**src/rtl/key_event_filter.sv**
```systemverilog
// Keypad debounce and press-event stage: synchronises and debounces each key line, then
// queues one pending event per key and presents events one at a time on a valid/ready slot.
module key_event_filter #(
    parameter int N_KEYS    = 8,
    parameter int DB_CYCLES = 250000,
    parameter int CNT_W     = 18
) (
    input  logic              clk,
    input  logic              rst,
    input  logic [N_KEYS-1:0] key_level,
    input  logic              evt_ready,
    input  logic              clr_ovf,
    output logic              evt_valid,
    output logic [2:0]        evt_code,
    output logic [N_KEYS-1:0] key_stable,
    output logic              ovf
);

    localparam logic [CNT_W-1:0] CNT_MAX = CNT_W'(DB_CYCLES - 1);

    logic [N_KEYS-1:0] sync1;
    logic [N_KEYS-1:0] sync2;
    logic [N_KEYS-1:0] stable_d;
    logic [N_KEYS-1:0] pend;
    logic [CNT_W-1:0]  cnt [N_KEYS];

    logic [N_KEYS-1:0] rise;
    logic [N_KEYS-1:0] sel_mask;
    logic [N_KEYS-1:0] load_mask;
    logic [N_KEYS-1:0] drop;
    logic [N_KEYS-1:0] pend_next;
    logic [2:0]        sel_code;
    logic              found;
    logic              slot_free;
    logic              load;

    always_ff @(posedge clk or posedge rst) begin
        if (rst) begin
            sync1 <= '0;
            sync2 <= '0;
        end else begin
            sync1 <= key_level;
            sync2 <= sync1;
        end
    end

    // Any cycle where the synchronised level matches the accepted one restarts qualification.
    always_ff @(posedge clk or posedge rst) begin
        if (rst) begin
            key_stable <= '0;
            for (int unsigned i = 0; i < N_KEYS; i++) cnt[i] <= '0;
        end else begin
            for (int unsigned i = 0; i < N_KEYS; i++) begin
                if (sync2[i] == key_stable[i]) begin
                    cnt[i] <= '0;
                end else if (cnt[i] < CNT_MAX) begin
                    cnt[i] <= cnt[i] + 1'b1;
                end else begin
                    key_stable[i] <= sync2[i];
                    cnt[i]        <= '0;
                end
            end
        end
    end

    always_comb begin
        sel_code = '0;
        sel_mask = '0;
        found    = 1'b0;
        for (int unsigned i = 0; i < N_KEYS; i++) begin
            if (pend[i] && !found) begin
                found       = 1'b1;
                sel_code    = 3'(i);
                sel_mask[i] = 1'b1;
            end
        end
    end

    // A key being moved into the slot this edge frees its pend bit, so a coincident edge is not a drop.
    always_comb begin
        rise      = key_stable & ~stable_d;
        slot_free = !evt_valid || evt_ready;
        load      = slot_free && (pend != '0);
        load_mask = load ? sel_mask : '0;
        drop      = rise & pend & ~load_mask;
        pend_next = (pend & ~load_mask) | rise;
    end

    always_ff @(posedge clk or posedge rst) begin
        if (rst) begin
            stable_d  <= '0;
            pend      <= '0;
            evt_valid <= 1'b0;
            evt_code  <= '0;
            ovf       <= 1'b0;
        end else begin
            stable_d <= key_stable;
            pend     <= pend_next;
            if (load) begin
                evt_valid <= 1'b1;
                evt_code  <= sel_code;
            end else if (evt_valid && evt_ready) begin
                evt_valid <= 1'b0;
            end
            if (drop != '0) begin
                ovf <= 1'b1;
            end else if (clr_ovf) begin
                ovf <= 1'b0;
            end
        end
    end

endmodule

```
**config.mk**
```make
export PLATFORM = sky130hd
export DESIGN_NAME = key_event_filter
export DESIGN_NICKNAME = d
export VERILOG_FILES = /design/src/rtl/key_event_filter.sv
export SDC_FILE = /design/constraint.sdc
export NUM_CORES = 1
export LEC_CHECK = 0
export BUFFER_PORTS_ARGS = -buffer_cell sky130_fd_sc_hd__buf_2
export CORE_MARGIN = 2
export CORE_UTILIZATION = 48
export DETAILED_ROUTE_END_ITERATION = 8
export PLACE_DENSITY = 0.74
export RECOVER_POWER = 25
export SYNTH_ARGS = -nofsm -noshare
export SYNTH_HDL_FRONTEND = slang
export SYNTH_SLANG_ARGS = --single-unit
```
**constraint.sdc**
```tcl
create_clock -name clk -period 17.55 [get_ports clk]
set_input_delay 2.6325 -clock clk [delete_from_list [all_inputs] [get_ports clk]]
set_output_delay 2.6325 -clock clk [all_outputs]
set_load 0.02 [all_outputs]
```
==> flow_summary.json <==
{
  "leakagePower_nw": 4.18,
  "die-area_um2": 18900,
  "fin_skew_ns": 0.0109,
  "wl_per_cell_um": 14.0,
  "comb_power_share": 0.039,
  "synth_edf_count": 0,
  "endpoint_kind": "output pin",
  "io_buffers": 24,
  "fin_setup_tns_ns": 0,
  "num_vias": 5819,
  "synthArstFlopShare": 1.00,
  "synth_ff_type": "dfrtp_1",
  "gp_routability_congestion": 0.780,
  "hold_violations": 0,
  "yosysSeqAreaShare": 0.553,
  "clock-sinks": 189,
  "cp_top_family": "flip-flops",
  "final_common_cell": "dfrtp_1",
  "place_area_um2": 8940,
  "ys_types": 45,
  "grt_start_max_net_pins": 116,
  "startpoint_type": "flop",
  "core-area_um2": 17400,
  "cts.reportedPaths.clkPinSlew_ns": 0.07,
  "drv_slew": 0,
  "timing.fmax_mhz": 264,
  "setup_violations": 0,
  "cp_max_fo": 6,
  "num_antenna_cells": 0,
  "worst_path_max_delay_cell": "dfrtp_1",
  "htreeDepth": 4,
  "syn-cell-area_um2": 8560,
  "syn2layout_area_growth_pct": 11.0,
  "ctsResizeCount": 0,
  "drtAntennaViolNets": 0,
  "drt_iter0_drc": 279,
  "sequentialPowerShare": 0.529,
  "dpl_worst_slack_ns": 13.21,
  "arrival_ns": 1.15,
  "clockRootBuffer": "clkbuf_16",
  "antenna_found_initial": 0,
  "grt_pass1_wl_mm": 26.3,
  "yosysWarnings": 0,
  "first_global_vias": 5551,
  "tightest_slew_ns": 0.915,
  "grt.overflow.total": 0,
  "vdd.ir_drop.worst_v": 0.0000835,
  "die_x_um": 138,
  "postSynthCellCount": 821,
  "pin_count": 25,
  "cp.required_ns": 14.92,
  "critPathLaunch": "key_stable[2]",
  "viasPerCell": 5.33,
  "cts_setup_buffers": 0,
  "min_path_type": "flop to flop",
  "setup_slack_ns": 13.77,
  "layout_min_cycle_time_ns": 3.78,
  "worstPathCellList": "buf_2",
  "p_int_w": 0.000657,
  "cts_tree": "built",
  "cts-buffers-inserted": 17,
  "period_share": 0.216,
  "clockPowerShare": 0.432,
  "cp_slowest_stage_delay_ns": 0.50,
  "grt_usage": 0.176,
  "power.net_switching_w": 0.000195,
  "p_sw_frac": 0.229,
  "postCtsHoldBufs": 0,
  "final_cell_mix": "dfrtp_1, nor2_1, xor2_1, xnor2_1, nand2_1",
  "ys_ff_latch": 189,
  "initial_utilization": 0.493,
  "drv_cap": 0,
  "drc_errors": 0,
  "r2r_start": "cnt[72]",
  "drt_first_pass_iters": 4,
  "insertion_delay_ns": 0.43,
  "row_count": 48,
  "fin_area_um2": 9500,
  "drive_above_1_share": 0.0865,
  "layout.nets": 875,
  "slew_headroom": 0.390,
  "die_y_um": 138,
  "drt-total-wl_mm": 15.3,
  "clock_path_buffers": 2,
  "critPathBufInv": 1,
  "synth_nets": 841,
  "rsz0062_at_grt": "no",
  "power_density_nw_per_um2": 89.7,
  "path_class": "flop to output pin",
  "dp_hpwl_mm": 10.0,
  "hold_start": "sync1[5]",
  "avgSynthCellArea_um2": 10.4,
  "status": "finished clean"
}
-- power by group through the flow --
stage | Sequential [W] | Combinational (W) | Clock (W)
after global placement | 0.000459 | 0.0000333 | 0
after global routing | 0.000452 | 0.0000378 | 0.000397
final | 0.000451 | 0.0000328 | 0.000368
after floorplan | 0.000461 | 0.0000200 | 0
after detailed placement | 0.000459 | 0.0000338 | 0
after CTS | 0.000451 | 0.0000339 | 0.000378
-- worst paths after layout --
| check | end | slack, ns | depth (start not counted) |
|---|---|---|---|
| max in group asynchronous | sync1[2] | 13.78 | 3 |
| min | sync2[5] | 0.35 | 0 |
| max | key_stable[2] | 13.77 | 1 |
| min in group asynchronous | cnt[81] | 2.34 | 2 |
| max reg2reg | cnt[89] | 15.35 | 6 |
| min reg2reg | sync2[5] | 0.35 | 0 |
-- metal layers --
layer	global-route usage	wire, µm
met5	0	0
met4	0.0739	293
met3	0.0372	370
met2	0.270	7100
met1	0.245	7510
-- kinds of logic (layout without fill, tap and decap cells) --
logic type | Yosys count | in the layout | synth area share
AND/OR/NAND/NOR | 385 | 385 | 0.221
AO/OA/AOI/OAI | 75 | 75 | 0.0604
flip-flops | 189 | 189 | 0.553
multiplexers | 8 | 8 | 0.0105
adder cells (fa/ha/maj) | 8 | 8 | 0.0117
buffers and inverters | 28 | 74 | 0.0124
XOR/XNOR | 128 | 128 | 0.131
-- synthesized netlist by cell type (2+ instances only) --
cell type | number | area (µm²)
and3_1 | 33 | 206
a21oi_1 | 13 | 65.1
a31oi_1 | 6 | 37.5
nor2b_1 | 3 | 18.8
o2111ai_1 | 2 | 17.5
a21boi_0 | 8 | 60.1
or4_4 | 2 | 22.5
mux2_2 | 8 | 90.1
xor2_1 | 67 | 587
a21o_1 | 8 | 60.1
inv_1 | 18 | 67.6
nand2_1 | 55 | 206
and4_1 | 27 | 236
o41ai_1 | 8 | 70.1
nand2b_1 | 5 | 31.3
ha_1 | 8 | 100
o21ai_0 | 20 | 100
dfrtp_1 | 189 | 4730
clkbuf_1 | 9 | 33.8
nand4_1 | 23 | 144
nand3b_1 | 2 | 15.0
nor2_1 | 159 | 597
and2_1 | 2 | 12.5
xnor2_1 | 61 | 534
nand3_1 | 49 | 245
nor4_1 | 9 | 56.3
or2_2 | 2 | 12.5
nor3_1 | 8 | 40.0
-- metrics by stage --
| stage | cells | total power, W | util | hold slack (ns) |
|---|---|---|---|---|
| floorplan | 821 | 0.000481 | - | 0.331 |
| global placement | 1061 | 0.000492 | 0.515 | 0.334 |
| detailed placement | 1061 | 0.000493 | 0.515 | 0.339 |
| CTS | 1092 | 0.000862 | 0.547 | 0.355 |
| global route | 1092 | 0.000886 | 0.547 | 0.358 |
| finish | 1092 | 0.000852 | 0.547 | 0.352 |
-- area by class of cell --
type / instances / area [µm²]
multi-input combinational: 604 / 3720
timing repair buffer: 25 / 128
clock inverter: 12 / 113
tap: 225 / 282
fill: 1477 / 7860
sequential: 189 / 4730
clock buffer: 19 / 453
inverter: 18 / 75.1
-- flip-flops by register name, summed over array words and instances (netlist names) --
signal	count
evt_code	3
evt_valid	1
sync1	8
key_stable	8
stable_d	8
sync2	8
cnt	144
ovf	1
pend	8
Power figures use the tool's default switching activity.
